$ cat config.mk
export PLATFORM = sky130hd
export DESIGN_NAME = usr_shift_sequencer_flat
export DESIGN_NICKNAME = d
export VERILOG_FILES = /design/src/rtl/usr_shift_sequencer_if.sv /design/src/rtl/usr_shift_sequencer.sv /design/src/flat_wrapper.sv
export SDC_FILE = /design/constraint.sdc
export NUM_CORES = 1
export LEC_CHECK = 0
export ABC_CLOCK_PERIOD_IN_PS = 1750
export CAP_MARGIN = 15
export CORE_ASPECT_RATIO = 0.6
export CORE_MARGIN = 4
export CORE_UTILIZATION = 40
export CTS_BUF_LIST = sky130_fd_sc_hd__clkbuf_8 sky130_fd_sc_hd__clkbuf_16
export DETAILED_ROUTE_END_ITERATION = 16
export DONT_BUFFER_PORTS = 1
export GPL_TIMING_DRIVEN = 1
export PLACE_DENSITY = 0.52
export SETUP_SLACK_MARGIN = 0.5
export SLEW_MARGIN = 10
export SYNTH_ARGS = -nofsm -noshare
export SYNTH_HDL_FRONTEND = slang
export SYNTH_SLANG_ARGS = --single-unit
$ cat constraint.sdc
create_clock -name clk -period 1.75 [get_ports clk]
set_input_delay 0.35 -clock clk [delete_from_list [all_inputs] [get_ports clk]]
set_output_delay 0.35 -clock clk [all_outputs]
set_load 0.03 [all_outputs]
$ cat src/rtl/usr_shift_sequencer_if.sv
// Command channel into usr_shift_sequencer: valid/ready handshake carrying op, data and length.
interface usr_shift_sequencer_if #(
    parameter int unsigned WIDTH = 4,
    parameter int unsigned CNT_W = 3
) ();
    logic             cmd_valid;
    logic             cmd_ready;
    logic [1:0]       cmd_op;
    logic [WIDTH-1:0] cmd_data;
    logic [CNT_W-1:0] cmd_len;

    modport master (
        output cmd_valid,
        output cmd_op,
        output cmd_data,
        output cmd_len,
        input  cmd_ready
    );

    modport slave (
        input  cmd_valid,
        input  cmd_op,
        input  cmd_data,
        input  cmd_len,
        output cmd_ready
    );
endinterface

$ cat src/rtl/usr_shift_sequencer.sv
// Expands load/shift/wait commands into per-cycle drive for a universal shift register.
// Optional abort input is compiled in when USR_SEQ_ABORT_EN is defined.
module usr_shift_sequencer #(
    parameter int unsigned WIDTH     = 4,
    parameter int unsigned CNT_W     = 3,
    parameter logic [2:0]  MODE_HOLD = 3'b000,
    parameter logic [2:0]  MODE_SHR  = 3'b001,
    parameter logic [2:0]  MODE_LOAD = 3'b010,
    parameter logic [2:0]  MODE_SHL  = 3'b100
) (
    input  logic                 clk,
    input  logic                 reset,
`ifdef USR_SEQ_ABORT_EN
    input  logic                 abort,
`endif
    usr_shift_sequencer_if.slave cmd,
    output logic [2:0]           mode,
    output logic                 data_in,
    output logic [WIDTH-1:0]     parallel_in,
    output logic                 busy,
    output logic                 done
);

    localparam logic [1:0]       OpLoad = 2'b00;
    localparam logic [1:0]       OpShr  = 2'b01;
    localparam logic [1:0]       OpShl  = 2'b10;
    localparam logic [1:0]       OpWait = 2'b11;
    localparam logic [CNT_W-1:0] MaxLen = CNT_W'(WIDTH);
    localparam logic [CNT_W-1:0] One    = CNT_W'(1);

    typedef enum logic [1:0] {StIdle, StRun, StDone} state_e;

    state_e           state_q;
    logic [1:0]       op_q;
    logic [WIDTH-1:0] data_q;
    logic [CNT_W-1:0] cnt_q;

    logic [CNT_W-1:0] eff_len;
    logic [2:0]       run_mode;
    logic             accept;
    logic             abort_req;

`ifdef USR_SEQ_ABORT_EN
    assign abort_req = abort && (state_q != StIdle);
`else
    assign abort_req = 1'b0;
`endif

    assign eff_len       = (cmd.cmd_len > MaxLen) ? MaxLen : cmd.cmd_len;
    assign cmd.cmd_ready = (state_q == StIdle);
    assign busy          = (state_q != StIdle);
    assign accept        = cmd.cmd_valid && cmd.cmd_ready;

    always_comb begin
        run_mode = MODE_HOLD;
        unique case (cmd.cmd_op)
            OpShr:   run_mode = MODE_SHR;
            OpShl:   run_mode = MODE_SHL;
            default: run_mode = MODE_HOLD;
        endcase
    end

    always_ff @(posedge clk or posedge reset) begin
        if (reset) begin
            state_q     <= StIdle;
            op_q        <= OpLoad;
            data_q      <= '0;
            cnt_q       <= '0;
            mode        <= MODE_HOLD;
            data_in     <= 1'b0;
            parallel_in <= '0;
            done        <= 1'b0;
        end else begin
            done <= 1'b0;
            if (abort_req) begin
                state_q <= StIdle;
                cnt_q   <= '0;
                mode    <= MODE_HOLD;
                data_in <= 1'b0;
            end else begin
                unique case (state_q)
                    StIdle: begin
                        if (accept) begin
                            op_q   <= cmd.cmd_op;
                            // Serial bits go out LSB first; bit 0 is driven straight away.
                            data_q <= cmd.cmd_data >> 1;
                            if (cmd.cmd_op == OpLoad) begin
                                state_q     <= StRun;
                                cnt_q       <= One;
                                mode        <= MODE_LOAD;
                                data_in     <= 1'b0;
                                parallel_in <= cmd.cmd_data;
                            end else if (eff_len == '0) begin
                                state_q <= StDone;
                                cnt_q   <= '0;
                                mode    <= MODE_HOLD;
                                data_in <= 1'b0;
                                done    <= 1'b1;
                            end else begin
                                state_q <= StRun;
                                cnt_q   <= eff_len;
                                mode    <= run_mode;
                                data_in <= (cmd.cmd_op == OpWait) ? 1'b0 : cmd.cmd_data[0];
                            end
                        end
                    end
                    StRun: begin
                        if (cnt_q <= One) begin
                            state_q <= StDone;
                            cnt_q   <= '0;
                            mode    <= MODE_HOLD;
                            data_in <= 1'b0;
                            done    <= 1'b1;
                        end else begin
                            cnt_q   <= cnt_q - One;
                            data_in <= (op_q == OpWait) ? 1'b0 : data_q[0];
                            data_q  <= data_q >> 1;
                        end
                    end
                    StDone: begin
                        state_q <= StIdle;
                    end
                    default: begin
                        state_q <= StIdle;
                        mode    <= MODE_HOLD;
                        data_in <= 1'b0;
                    end
                endcase
            end
        end
    end

endmodule
$ cat src/flat_wrapper.sv
// flat-port wrapper written by rule: the top's interface ports become plain ports
module usr_shift_sequencer_flat 
#(
    parameter int unsigned WIDTH     = 4,
    parameter int unsigned CNT_W     = 3,
    parameter logic [2:0]  MODE_HOLD = 3'b000,
    parameter logic [2:0]  MODE_SHR  = 3'b001,
    parameter logic [2:0]  MODE_LOAD = 3'b010,
    parameter logic [2:0]  MODE_SHL  = 3'b100
)
  (clk, reset, mode, data_in, parallel_in, busy, done, cmd_cmd_valid, cmd_cmd_op, cmd_cmd_data, cmd_cmd_len, cmd_cmd_ready);
  usr_shift_sequencer_if #(.WIDTH(WIDTH), .CNT_W(CNT_W)) cmd_i ();
  input  logic clk;
  input  logic reset;
  output logic [2:0] mode;
  output logic data_in;
  output logic [WIDTH-1:0] parallel_in;
  output logic busy;
  output logic done;
  input wire logic [$bits(cmd_i.cmd_valid)-1:0] cmd_cmd_valid;
  input wire logic [$bits(cmd_i.cmd_op)-1:0] cmd_cmd_op;
  input wire logic [$bits(cmd_i.cmd_data)-1:0] cmd_cmd_data;
  input wire logic [$bits(cmd_i.cmd_len)-1:0] cmd_cmd_len;
  output wire logic [$bits(cmd_i.cmd_ready)-1:0] cmd_cmd_ready;
  assign cmd_i.cmd_valid = cmd_cmd_valid;
  assign cmd_i.cmd_op = cmd_cmd_op;
  assign cmd_i.cmd_data = cmd_cmd_data;
  assign cmd_i.cmd_len = cmd_cmd_len;
  assign cmd_cmd_ready = cmd_i.cmd_ready;
  usr_shift_sequencer #(.WIDTH(WIDTH), .CNT_W(CNT_W), .MODE_HOLD(MODE_HOLD), .MODE_SHR(MODE_SHR), .MODE_LOAD(MODE_LOAD), .MODE_SHL(MODE_SHL)) u_core (.clk(clk), .reset(reset), .cmd(cmd_i), .mode(mode), .data_in(data_in), .parallel_in(parallel_in), .busy(busy), .done(done));
endmodule
==> impl_results.md <==
- Status: complete, no violations
- Die Span X: 72.2 um
- Combinational Power Share: 0.518
- Post-Place Cells: 119
- Most common cell after layout, fill and taps aside: dfrtp_1
- Worst Hold Class: input pin to flop
- Period utilization: 0.883
- First-pass GRT wire length: between 3000 and 4000 um
- Final Hold Fails: 0
- Crit path capture type: flop
- Finished Core Util: 0.553
- DIE AREA: 3360 sq um
- HP Start: cmd_cmd_data[0]
- Vias: 729
- Most frequently used flop master after synthesis: dfrtp_1
- Clock Latency Late Sink: 260 ps
- CP Cell Sequence: inv_2 -> ha_4 -> o21ba_4 -> o21a_4 -> a21oi_4 -> mux2_4
- Cell variety after synth: 34
- Max VDD drop: 0.000700 V
- Synth Instances: 88
- Most frequent cells in the layout: dfrtp_1 (16), buf_4 (10), nand2_1 (9), nor2_1 (6), mux2_2 (6)
- Crit path largest cell delay: 400 ps
- Pre-CTS setup slack: 164 ps
- Yosys warnings: 0
- WL met1: roughly 1100 um
- Number of global-route vias before repair: 727
- Num rows: 13
- Flop pwr share: 0.368
- Metal2 WL: 944 um
- Highest routed layer: met4
- DP HPWL: about 1600 um
- Vias per cell: roughly 5.4
- Worst path slowest cell: dfrtp_1
- Post-route DRC: 0
- Placer Congestion: slightly above 0.7
- CTS sink cnt: 19
- Core ar.: between 2000 and 2500 sq um
- Power per standard cell area: 2250 nW/um^2
- Hold Crit Depth: 2
- R2R depth: 6
- Required @ worst endpoint: 1900 ps
- Initial antenna violation count: 0
- Drt first pass iters: 4
- # fillers: 192
- RR Endpoint: u_core.data_q[0]$_DFFE_PP0P_
- Psw: 1.23 mW
- Avg WL per Cell: 17.3 um
- CP Max Fanout: 4
- Final Max Tran Viols: 0
- Rel. slew slack: 0.598
- Die height: 46.5 um
- LEAKAGE: approximately 0.55 nW
- Sequential share of the synthesized area: 0.481
- ANT cells: 0
- FF+latch count, synth: 19
- Layout cells sized above 1: 0.457
- Layout area overhead: 26.6%
- Ys async rst share: 1.00
- CTS tree: built
- Slew @ Worst Pin: 597 ps
- Initial Util: 0.437
- Critical path class: flop to flop
- Clock buffer depth: 2
- Root Buffer Master: clkbuf_8
- H-tree levels: 1
- Port-buffer cells: 0
- Worst Hold End: u_core.data_in$_DFFE_PP0P_
- Clock-pin slew on the worst setup and hold paths: 80 ps
- Largest net degree at the start of global routing: 20
- Post-layout min period: 1540 ps
- RSZ-0062 raised after global routing: yes
- Routed WL: between 2000 and 2500 um
- P_int: approximately 1.6 mW
- Initial detailed-routing violation count: 53
- FMAX: 647 MHz
- Final ANT Viol Nets: 0
- Layout net count: 120
- Worst R2R Setup Slack: 210 ps
- Critical Path AT: roughly 1700 ps
- Worst r2r src: u_core.cnt_q[1]$_DFFE_PP0P_
- Global route overflow: 0
- Finished Layout Cells: between 100 and 150
- Switching Fraction: 0.436
- Setup TNS: 0 ps
- Synthesized netlist net count: 102
- Cell area after synthesis: ~990 sq um
- Final setup viols: 0
- Clk_skew: roughly 5 ps
- IO Pins: 23
- Clock network fraction of total power: 0.113
- Post-Syn Area per Cell: approximately 11 sq um
- Num CTS Buffers: 3
- Number of synthesized flops with an enable pin: 0
- Routed wl met3: 212 um
- GRT Util Overall: 0.154
- Max cap viols: 0
- CP startpoint kind: flop
- Worst setup margin: roughly 210 ps
## flip-flops by register name, indices dropped and copies added (netlist names)
register,cells
u_core.cnt_q,3
u_core.data_in,1
u_core.data_q,3
u_core.done,1
u_core.mode,3
u_core.op_q,2
u_core.parallel_in,4
u_core.state_q,2
## critical path, delay by kind of cell (launching register included)
kind	cells	cell delay (ps)
AO/OA/AOI/OAI	3	520
multiplexers	1	310
adder cells (fa/ha/maj)	1	120
flip-flops	1	400
buffers and inverters	1	80
## area by class of cell
type	instances	area, sq um	area share
multi-input cells	63	542	0.433
well taps	30	37.5	0.0300
inverters	5	23.8	0.0190
flip-flops and latches	19	479	0.383
repair buffers	14	123	0.0980
clock buffers	3	41.3	0.0330
clock inverters	1	5.00	0.00400
## cell families after synthesis
| group | Yosys count | share of synthesized area |
|---|---|---|
| compound gates | 19 | 0.153 |
| xor+xnor | 1 | 0.00886 |
| fa+ha+maj | 2 | 0.0253 |
| buf+inv | 6 | 0.0266 |
| flops | 19 | 0.481 |
| mux | 10 | 0.129 |
| simple gates | 31 | 0.176 |
## power by group through the flow
stage,logic [mW],clock network (mW),registers [mW]
CTS,1.24,0.325,1.03
detailed placement,1.07,0,1.03
finish,1.46,0.319,1.04
global placement,1.05,0,1.02
global route,1.56,0.350,1.07
floorplan,0.897,0,0.977
## layer usage
layer / global-route usage / vias up
li1: - / 342
met1: 0.203 / 355
met2: 0.222 / 27
met3: 0.0697 / 5
met4: 0.0562 / 0
met5: 0 / -
## cell usage after synthesis (2+ instances only)
| library cell | count | area [sq um] |
|---|---|---|
| ha_1 | 2 | 25.0 |
| mux2_2 | 6 | 67.6 |
| nor3b_1 | 2 | 15.0 |
| nor2_1 | 6 | 22.5 |
| mux2_4 | 4 | 60.1 |
| nand2_1 | 10 | 37.5 |
| nor2_4 | 2 | 22.5 |
| o21ai_0 | 5 | 25.0 |
| a31oi_1 | 2 | 12.5 |
| dfrtp_1 | 19 | 475 |
| nand3_1 | 2 | 10.0 |
| a31o_2 | 2 | 17.5 |
| inv_1 | 5 | 18.8 |
## what timing repair did
item                                   in CTS  in global routing
setup endpoints to repair                  19                 21
hold buffers                                1                  0
buffers inserted                            6                  5
pin swaps                                   2                  5
endpoints found under the hold margin       5                  0
gates resized for setup                     7                 12
## worst max-delay path by stage
stage	start	end	slack [ps]	depth (start not counted)
final	u_core.cnt_q[1]$_DFFE_PP0P_	u_core.data_q[0]$_DFFE_PP0P_	210	6
after global routing	u_core.cnt_q[1]$_DFFE_PP0P_	u_core.data_q[0]$_DFFE_PP0P_	150	6
after CTS	u_core.cnt_q[0]$_DFFE_PP0P_	u_core.data_q[0]$_DFFE_PP0P_	210	5
after detailed placement	u_core.cnt_q[1]$_DFFE_PP0P_	u_core.data_q[0]$_DFFE_PP0P_	160	6
after global placement	u_core.cnt_q[1]$_DFFE_PP0P_	u_core.data_q[1]$_DFFE_PP0P_	200	6
after floorplan	u_core.cnt_q[1]$_DFFE_PP0P_	u_core.data_q[0]$_DFFE_PP0P_	240	6
## per-stage QoR
stage | power, mW | hold WS (ps) | instance area, sq um
2_1_floorplan | 1.87 | 301 | 1000
3_3_place_gp | 2.08 | 279 | 1050
3_5_place_dp | 2.10 | 288 | 1050
4_1_cts | 2.60 | 212 | 1160
5_1_grt | 2.98 | 216 | 1250
6_report | 2.82 | 215 | 1250
(Power assumes the default switching activity.)
